## config.mk

```make
export PLATFORM = sky130hd
export DESIGN_NAME = led_bar_writer
export DESIGN_NICKNAME = d
export VERILOG_FILES = /design/src/rtl/led_bar_writer.sv
export SDC_FILE = /design/constraint.sdc
export NUM_CORES = 1
export LEC_CHECK = 0
export CORE_MARGIN = 2
export CORE_UTILIZATION = 56
export CTS_CLUSTER_SIZE = 25
export DETAILED_ROUTE_END_ITERATION = 8
export GPL_TIMING_DRIVEN = 0
export PLACE_DENSITY = 0.83
export SETUP_SLACK_MARGIN = 0.15
export SLEW_MARGIN = 40
export SYNTH_ARGS = -nofsm -noshare
export SYNTH_HDL_FRONTEND = slang
export SYNTH_SLANG_ARGS = --single-unit
```

## constraint.sdc

```tcl
create_clock -name clk -period 4.2 [get_ports clk]
set_input_delay 0.84 -clock clk [delete_from_list [all_inputs] [get_ports clk]]
set_output_delay 0.84 -clock clk [all_outputs]
set_load 0.02 [all_outputs]
```

## src/rtl/led_bar_writer.sv

```systemverilog
// Bar-graph writer: maps a reading onto TOTAL lit/dark cells and writes each matrix cell once, in address order.
// Latency: first write the cycle after load (or after frame_tick when synced), done_tick one cycle after the last write; load is ignored while busy.
module led_bar_writer #(
  parameter int LEDS_N   = 4,
  parameter int LEDS_M   = 2,
  parameter int N_BITS   = 2,
  parameter int M_BITS   = 2,
  parameter int VAL_BITS = 12,
  localparam int TOTAL     = LEDS_N * LEDS_M,
  localparam int ADDR_BITS = N_BITS + M_BITS
) (
  input  logic                 clk,
  input  logic                 reset,
  input  logic [VAL_BITS-1:0]  value,
  input  logic [VAL_BITS-1:0]  value_max,
  input  logic                 load,
  input  logic                 sync,
  input  logic                 frame_tick,
  output logic                 busy,
  output logic                 sel,
  output logic [ADDR_BITS-1:0] sel_addr,
  output logic                 en,
  output logic                 done_tick
);

  localparam int ACC_W = VAL_BITS + ADDR_BITS;
  localparam logic [ADDR_BITS-1:0] LAST = ADDR_BITS'(TOTAL - 1);

  typedef enum logic [1:0] {
    IDLE       = 2'd0,
    WAIT_FRAME = 2'd1,
    WRITE      = 2'd2,
    DONE       = 2'd3
  } state_t;

  state_t               r_state, w_state_nxt;
  logic [VAL_BITS-1:0]  r_max, w_max_nxt;
  logic [ACC_W-1:0]     r_target, w_target_nxt;
  logic [ACC_W-1:0]     r_acc, w_acc_nxt;
  logic [ADDR_BITS-1:0] r_addr, w_addr_nxt;
  logic                 r_sel, w_sel_nxt;
  logic                 r_en, w_en_nxt;
  logic                 r_busy, w_busy_nxt;
  logic                 r_done, w_done_nxt;

  logic [ACC_W-1:0]     w_target_in;
  logic [ACC_W-1:0]     w_acc_inc;

  // r_acc always holds r_addr*r_max, so cell a is lit iff a*max < value*TOTAL
  assign w_target_in = {{ADDR_BITS{1'b0}}, value} * ACC_W'(TOTAL);
  assign w_acc_inc   = r_acc + {{ADDR_BITS{1'b0}}, r_max};

  always_ff @(posedge clk or negedge reset) begin
    if (!reset) begin
      r_state <= IDLE;
    end else begin
      r_state <= w_state_nxt;
    end
  end

  always_comb begin
    w_state_nxt  = r_state;
    w_max_nxt    = r_max;
    w_target_nxt = r_target;
    w_acc_nxt    = r_acc;
    w_addr_nxt   = r_addr;
    w_sel_nxt    = 1'b0;
    w_en_nxt     = 1'b0;
    w_busy_nxt   = r_busy;
    w_done_nxt   = 1'b0;
    case (r_state)
      IDLE: begin
        if (load) begin
          w_max_nxt    = value_max;
          w_target_nxt = w_target_in;
          w_acc_nxt    = '0;
          w_addr_nxt   = '0;
          w_busy_nxt   = 1'b1;
          if (sync) begin
            w_state_nxt = WAIT_FRAME;
          end else begin
            w_state_nxt = WRITE;
            w_sel_nxt   = 1'b1;
            w_en_nxt    = (value_max != '0) && (w_target_in != '0);
          end
        end
      end
      WAIT_FRAME: begin
        if (frame_tick) begin
          w_state_nxt = WRITE;
          w_sel_nxt   = 1'b1;
          w_en_nxt    = (r_max != '0) && (r_target != '0);
        end
      end
      WRITE: begin
        if (r_addr == LAST) begin
          w_state_nxt = DONE;
          w_done_nxt  = 1'b1;
          w_busy_nxt  = 1'b0;
          w_addr_nxt  = '0;
          w_acc_nxt   = '0;
        end else begin
          w_sel_nxt  = 1'b1;
          w_addr_nxt = r_addr + ADDR_BITS'(1);
          w_acc_nxt  = w_acc_inc;
          w_en_nxt   = (r_max != '0) && (w_acc_inc < r_target);
        end
      end
      DONE: begin
        w_state_nxt = IDLE;
      end
      default: begin
        w_state_nxt = IDLE;
      end
    endcase
  end

  always_ff @(posedge clk or negedge reset) begin
    if (!reset) begin
      r_max    <= '0;
      r_target <= '0;
      r_acc    <= '0;
      r_addr   <= '0;
      r_sel    <= 1'b0;
      r_en     <= 1'b0;
      r_busy   <= 1'b0;
      r_done   <= 1'b0;
    end else begin
      r_max    <= w_max_nxt;
      r_target <= w_target_nxt;
      r_acc    <= w_acc_nxt;
      r_addr   <= w_addr_nxt;
      r_sel    <= w_sel_nxt;
      r_en     <= w_en_nxt;
      r_busy   <= w_busy_nxt;
      r_done   <= w_done_nxt;
    end
  end

  assign busy      = r_busy;
  assign sel       = r_sel;
  assign sel_addr  = r_addr;
  assign en        = r_en;
  assign done_tick = r_done;

endmodule

```

==> results.yml, run 1 <==
layout:
  layout-drive-gt1-share_pct: 10.8
  nets: 391
  final-seq-area_sq_mm: 0.00125
  area_growth_pct: 18.3
  mostFrequentLayoutCells: "dfrtp_1, clkdlybuf4s50_1, ha_1"
  fillCellCount: 408
  layout_commonest_cell: "dfrtp_1"
  finalNonFillerCells: 403
  multi_input_area_sq_mm: 0.00161
  diodes: 0
logic_synthesis:
  synth_edf_count: 0
  syn_nets: 347
  syn_area_sq_mm: 0.00297
  ys.flop_type: "dfrtp_1"
  synth.avg_cell_area_sq_um: 10.3
  synthDistinctLibCells: 44
  synthCells: 289
  yosys_warnings: 0
  synth-async-reset-ratio_pct: 100
  ys_seq_elements: 50
  yosysSeqAreaShare_pct: 42.2
clock_network:
  clkSlewWorstSetupHoldPaths_ps: 90
  cts_setup_buffers: 0
  cts_hold_buf: 0
  cts_buffers: 5
  clockBufferDepth: 2
  root_buffer: "clkbuf_8"
  htreeDepth: 2
  cts_tree: "yes"
  clock_latency_ps: 300
  cts_resized: 0
  numClockSinks: 50
placement:
  dpl.cell_count: 396
  dp_hpwl_um: 5250
  gp_congestion: 0.850
  numPortBuffers: 36
worst_setup_path:
  endpoint_kind: "flop"
  critPathArrivalTime_ps: 3550
  critPathKind: "flop to flop"
  crit_fanout: 5
  critPathSlowestCell: "dfrtp_1"
  reg2reg_slack_ps: 840
  worstPathCellList: "ha_1 -> inv_1 -> fa_1 -> and2b_1 -> o31a_2 -> o22ai_2 -> o31a_1 -> nor2_1 -> xor2_1 -> ha_1 -> a211oi_1 -> nand3_1 -> o32ai_1"
  worst_path_most_repeated_cell: "ha_1"
  worst_ep_required_time_ps: 4400
  critical_path.max_stage_delay_ps: 390
  cp-start-kind: "flop"
sta:
  setup_violations: 0
  fin_crit_ps: 3360
  fin_crit_sh_pct: 79.9
  skew_ps: 4.69
  worstMarginPinSlew_ps: 773
  slew_viol_final: 0
  fin_tns_setup_ps: 0
  slew_headroom_pct: 48.3
  max_freq_mhz: 298
  rsz0062_at_grt: "false"
  finalHoldViolations: 0
floorplan:
  die_area_sq_mm: 0.00589
  initial_utilization_pct: 58.1
  io_pins: 37
  rows: 26
  dieWidth_um: 76.8
  die_h_um: 76.8
  core_area_sq_mm: 0.00511
global_route:
  grtUsageTotal_pct: 23.3
  grt_pass1_vias: 2306
  antenna_found_initial: 0
  grt_overflow: 0
  grt_pass1_wl_um: 10800
  grt_max_degree: 33
routing:
  drtAntennaViolNets: 0
  drtPass1Iterations: 7
  wl_um: 6640
  wire_per_inst_um: 16.5
  vias_per_cell: 5.86
  drc: 0
  drt_iter0_markers: 99
  vias: 2361
hold_path:
  min_path_type: "input pin to async pin"
status:
  status: "complete, no violations"
power:
  leakage_nw: 1.60
  ir_worst_vdd_mv: 0.408
  p_per_area_mw_per_mm2: 747
job:
  max_cap_viol_count: 0
==> cell families (layout without fill, tap and decap cells) <==
kind of cell | after synthesis | in the layout | synth area share, %
XOR/XNOR | 12 | 12 | 3.54
multiplexers | 26 | 26 | 9.79
flip-flops | 50 | 50 | 42.2
AO/OA/AOI/OAI | 72 | 72 | 16.5
buffers and inverters | 27 | 71 | 3.42
adder cells (fa/ha/maj) | 29 | 29 | 12.5
AND/OR/NAND/NOR | 73 | 73 | 12.1
==> critical path: cells and delay by family (launching register included) <==
| kind | cells | cell delay [ps] |
|---|---|---|
| buffers and inverters | 1 | 60 |
| and+or+nand+nor | 3 | 580 |
| DFF | 1 | 390 |
| xor gates and xnor gates | 1 | 220 |
| adders and majority gates | 3 | 840 |
| AOI/OAI and AO/OA | 5 | 1170 |
==> per-layer routing <==
layer | vias to the layer above | GRT usage, % | wire length, um
li1 | 1147 | - | -
met2 | 46 | 40.1 | 3290
met5 | - | 0 | 0
met4 | 0 | 6.73 | 93
met1 | 1160 | 30.1 | 3050
met3 | 8 | 4.00 | 203
==> where the power goes <==
group	internal (W)	total [W]	switching [W]
registers	0.000679	0.000842	0.000163
logic	0.000667	0.00151	0.000843
clock network	0.000115	0.000269	0.000154
total	0.00146	0.00262	0.00116
==> registers in the layout (all words and copies together), names as in the netlist <==
signal / cells
r_acc: 16
r_max: 12
r_target: 12
sel_addr: 4
r_state: 2
busy: 1
done_tick: 1
en: 1
sel: 1
==> cell type report <==
cell class | count | share of cell area (%)
multi-input combinational | 212 | 46.0
sequential | 50 | 35.7
timing repair buffer | 37 | 10.8
tap | 70 | 2.50
inverter | 22 | 2.35
clock buffer | 7 | 2.18
buffer | 5 | 0.535
==> through the flow <==
| step | instance area [sq um] | utilization [%] | setup WS, ps | power [W] | hold slack [ps] |
|---|---|---|---|---|---|
| finish | 3510 | 68.7 | 842 | 0.00262 | 402 |
| global route | 3510 | 68.7 | 600 | 0.00284 | 406 |
| CTS | 3510 | 68.7 | 821 | 0.00262 | 400 |
| detailed placement | 3430 | 67.2 | 893 | 0.00235 | 463 |
| global placement | 3410 | 66.8 | 859 | 0.00227 | 455 |
| floorplan | 2970 | - | 1290 | 0.00192 | 443 |
==> worst paths after layout <==
kind | depth (start not counted) | end | start
worst max register to register | 13 | en | r_max[0]
worst min register to register | 2 | r_acc[0] | r_acc[0]
worst max-delay path | 13 | en | r_max[0]
max in group asynchronous | 2 | r_acc[14] | reset
worst min-delay path | 1 | r_target[8] | reset
min in group clk | 2 | r_acc[0] | r_acc[0]
==> cells in the mapped netlist, types with 5 or more instances <==
library cell,n,area [sq um]
a22o_1,11,96.3
nand2_1,25,93.8
nor2_1,14,52.6
o21ai_0,17,85.1
xnor2_1,6,52.6
inv_1,22,82.6
dfrtp_1,50,1250
nand3_1,8,40.0
ha_1,28,350
mux2_2,24,270
xor2_1,6,52.6
nor4_1,12,75.1
clkbuf_1,5,18.8
a21oi_1,17,85.1
(Power assumes the default switching activity.)
==> run 2, diff against run 1 <==
==> constraint.sdc (replaced) <==
create_clock -name clk -period 3.4 [get_ports clk]
set_input_delay 0.68 -clock clk [delete_from_list [all_inputs] [get_ports clk]]
set_output_delay 0.68 -clock clk [all_outputs]
set_load 0.02 [all_outputs]
==> run 2 against run 1 <==
Compared with the run above: non-clock buffer count up 4; register-to-register slack worse by 600 ps; wire length up 1.6%; critical path depth unchanged; maximum frequency up 6.4%; core utilization up 1.4 points; worst setup slack worse by 600 ps; die area unchanged; total power up 26%; sequential share of layout area down 0.72 points; final cell count up 0.99%; critical path type unchanged; critical endpoint unchanged; largest power group unchanged.
==> results.yml, run 2 (same netlist as run 1, synthesis figures left out) <==
floorplan:
  core_area_sq_mm: 0.00511
  dieWidth_um: 76.8
  die_h_um: 76.8
  die_area_sq_mm: 0.00589
  rows: 26
  initial_utilization_pct: 58.1
  io_pins: 37
placement:
  dpl.cell_count: 396
  dp_hpwl_um: 5250
  pre_cts_ws_ps: 92.8
  numPortBuffers: 36
  placed_cell_area_sq_mm: 0.00343
  gp_congestion: 0.850
layout:
  mostFrequentLayoutCells: "dfrtp_1, clkdlybuf4s50_1, ha_1"
  layout-drive-gt1-share_pct: 13.9
  largest_reg_flops: 16
  fin_area_sq_mm: 0.00358
  area_growth_pct: 20.7
  diodes: 0
  reg.largest.list: "r_acc (16), r_max (12), r_target (12)"
  fillCellCount: 391
  finalNonFillerCells: 407
  top_register: "r_acc"
  nets: 395
  layout_commonest_cell: "dfrtp_1"
global_route:
  antenna_found_initial: 0
  grtUsageTotal_pct: 23.3
  grt_overflow: 0
  grt_pass1_vias: 2316
  grt_max_degree: 33
  grt_pass1_wl_um: 10800
sta:
  setup_violations: 0
  slew_viol_final: 0
  slew_headroom_pct: 46.8
  fin_crit_sh_pct: 92.9
  fin_ws_ps: 243
  skew_ps: 5.49
  finalHoldViolations: 0
  worstMarginPinSlew_ps: 794
  max_freq_mhz: 317
  fin_crit_ps: 3160
  rsz0062_at_grt: "true"
  fin_tns_setup_ps: 0
routing:
  wl_met2_um: 3360
  drt-met1-wl_um: 2970
  drtPass1Iterations: 4
  wl_um: 6740
  wire_per_inst_um: 16.6
  vias: 2401
  drc: 0
  maxUsedRoutingLayer: "met4"
  met3_length_um: 311
  vias_per_cell: 5.90
  drtAntennaViolNets: 0
  drt_iter0_markers: 101
worst_setup_path:
  critPathKind: "flop to flop"
  crit_start: "r_max[0]"
  endpoint_kind: "flop"
  reg2reg_slack_ps: 240
  worst_r2r_endpoint: "en"
  reg2reg_depth: 13
  r2r-start: "r_max[0]"
  worst_ep_required_time_ps: 3610
  cp-start-kind: "flop"
  critPathArrivalTime_ps: 3370
  crit_fanout: 3
clock_network:
  numClockSinks: 50
  root_buffer: "clkbuf_8"
  cts_hold_buf: 0
  cts_buffers: 5
  htreeDepth: 2
  cts_tree: "yes"
  clkSlewWorstSetupHoldPaths_ps: 90
  clockBufferDepth: 2
  clock_latency_ps: 310
hold_path:
  min_path_type: "input pin to async pin"
power:
  leakage_nw: 1.61
  p_per_area_mw_per_mm2: 924
  ir_worst_vdd_mv: 0.501
job:
  max_cap_viol_count: 0
status:
  status: "complete, no violations"
run 2: power by group:
| part | switching (W) | internal [W] | total, W |
|---|---|---|---|
| combinational | 0.00107 | 0.000861 | 0.00193 |
| clock | 0.000193 | 0.000142 | 0.000335 |
| sequential | 0.000202 | 0.000839 | 0.00104 |
run 2: critical path, cell delays in order, from the launching register on:
cell	delay [ps]
dfrtp_1	390
ha_2	190
inv_1	50
fa_2	330
and2b_1	240
o31a_2	210
o22ai_4	90
o31a_1	370
nor2_2	160
xor2_2	180
ha_1	280
and3_1	190
o31a_1	110
o32ai_2	280
run 2: worst max-delay path by stage:
stage,to,slack [ps]
global placement,en,120
finish,en,240
global route,en,80
floorplan,en,490
detailed placement,en,90
CTS,en,160
run 2: stage by stage:
stage | hold slack [ps] | power [W] | util [%]
finish | 237 | 0.00331 | 70.1
global route | 246 | 0.00358 | 70.1
CTS | 240 | 0.00326 | 69.0
detailed placement | 463 | 0.00290 | 67.2
global placement | 455 | 0.00280 | 66.8
floorplan | 384 | 0.00238 | -
run 2: timing repair:
action / in CTS / in global routing
resized for setup: 2 / 8
setup endpoints to repair: 1 / 1
buffers inserted: 1 / 3
pin swaps: 1 / 7
run 2: routing by layer:
metal	global-route usage [%]	vias up
met5	0	-
met3	4.00	7
met2	40.3	73
met4	6.73	0
li1	-	1154
met1	30.0	1167
run 2: final cells by class:
type	instances	area (sq um)	share of cell area, %
plain buffers	5	18.8	0.524
clock buffers	7	76.3	2.13
well taps	70	87.6	2.45
inverters	22	82.6	2.31
multi-input cells	212	1650	46.1
repair buffers	41	412	11.5
flip-flops and latches	50	1250	35.0
==> run 3, diff against run 2 <==
==> constraint.sdc (replaced) <==
create_clock -name clk -period 3.4 [get_ports clk]
set_input_delay 1.02 -clock clk [delete_from_list [all_inputs] [get_ports clk]]
set_output_delay 1.02 -clock clk [all_outputs]
set_load 0.02 [all_outputs]
==> results of run 3 <==
Same layout as run 2 (identical final DEF). Status: complete, no violations.
Main changes from that run: clock-pin slew on the worst setup and hold paths 90 ps -> 80 ps; hold slack 237 ps -> 485 ps
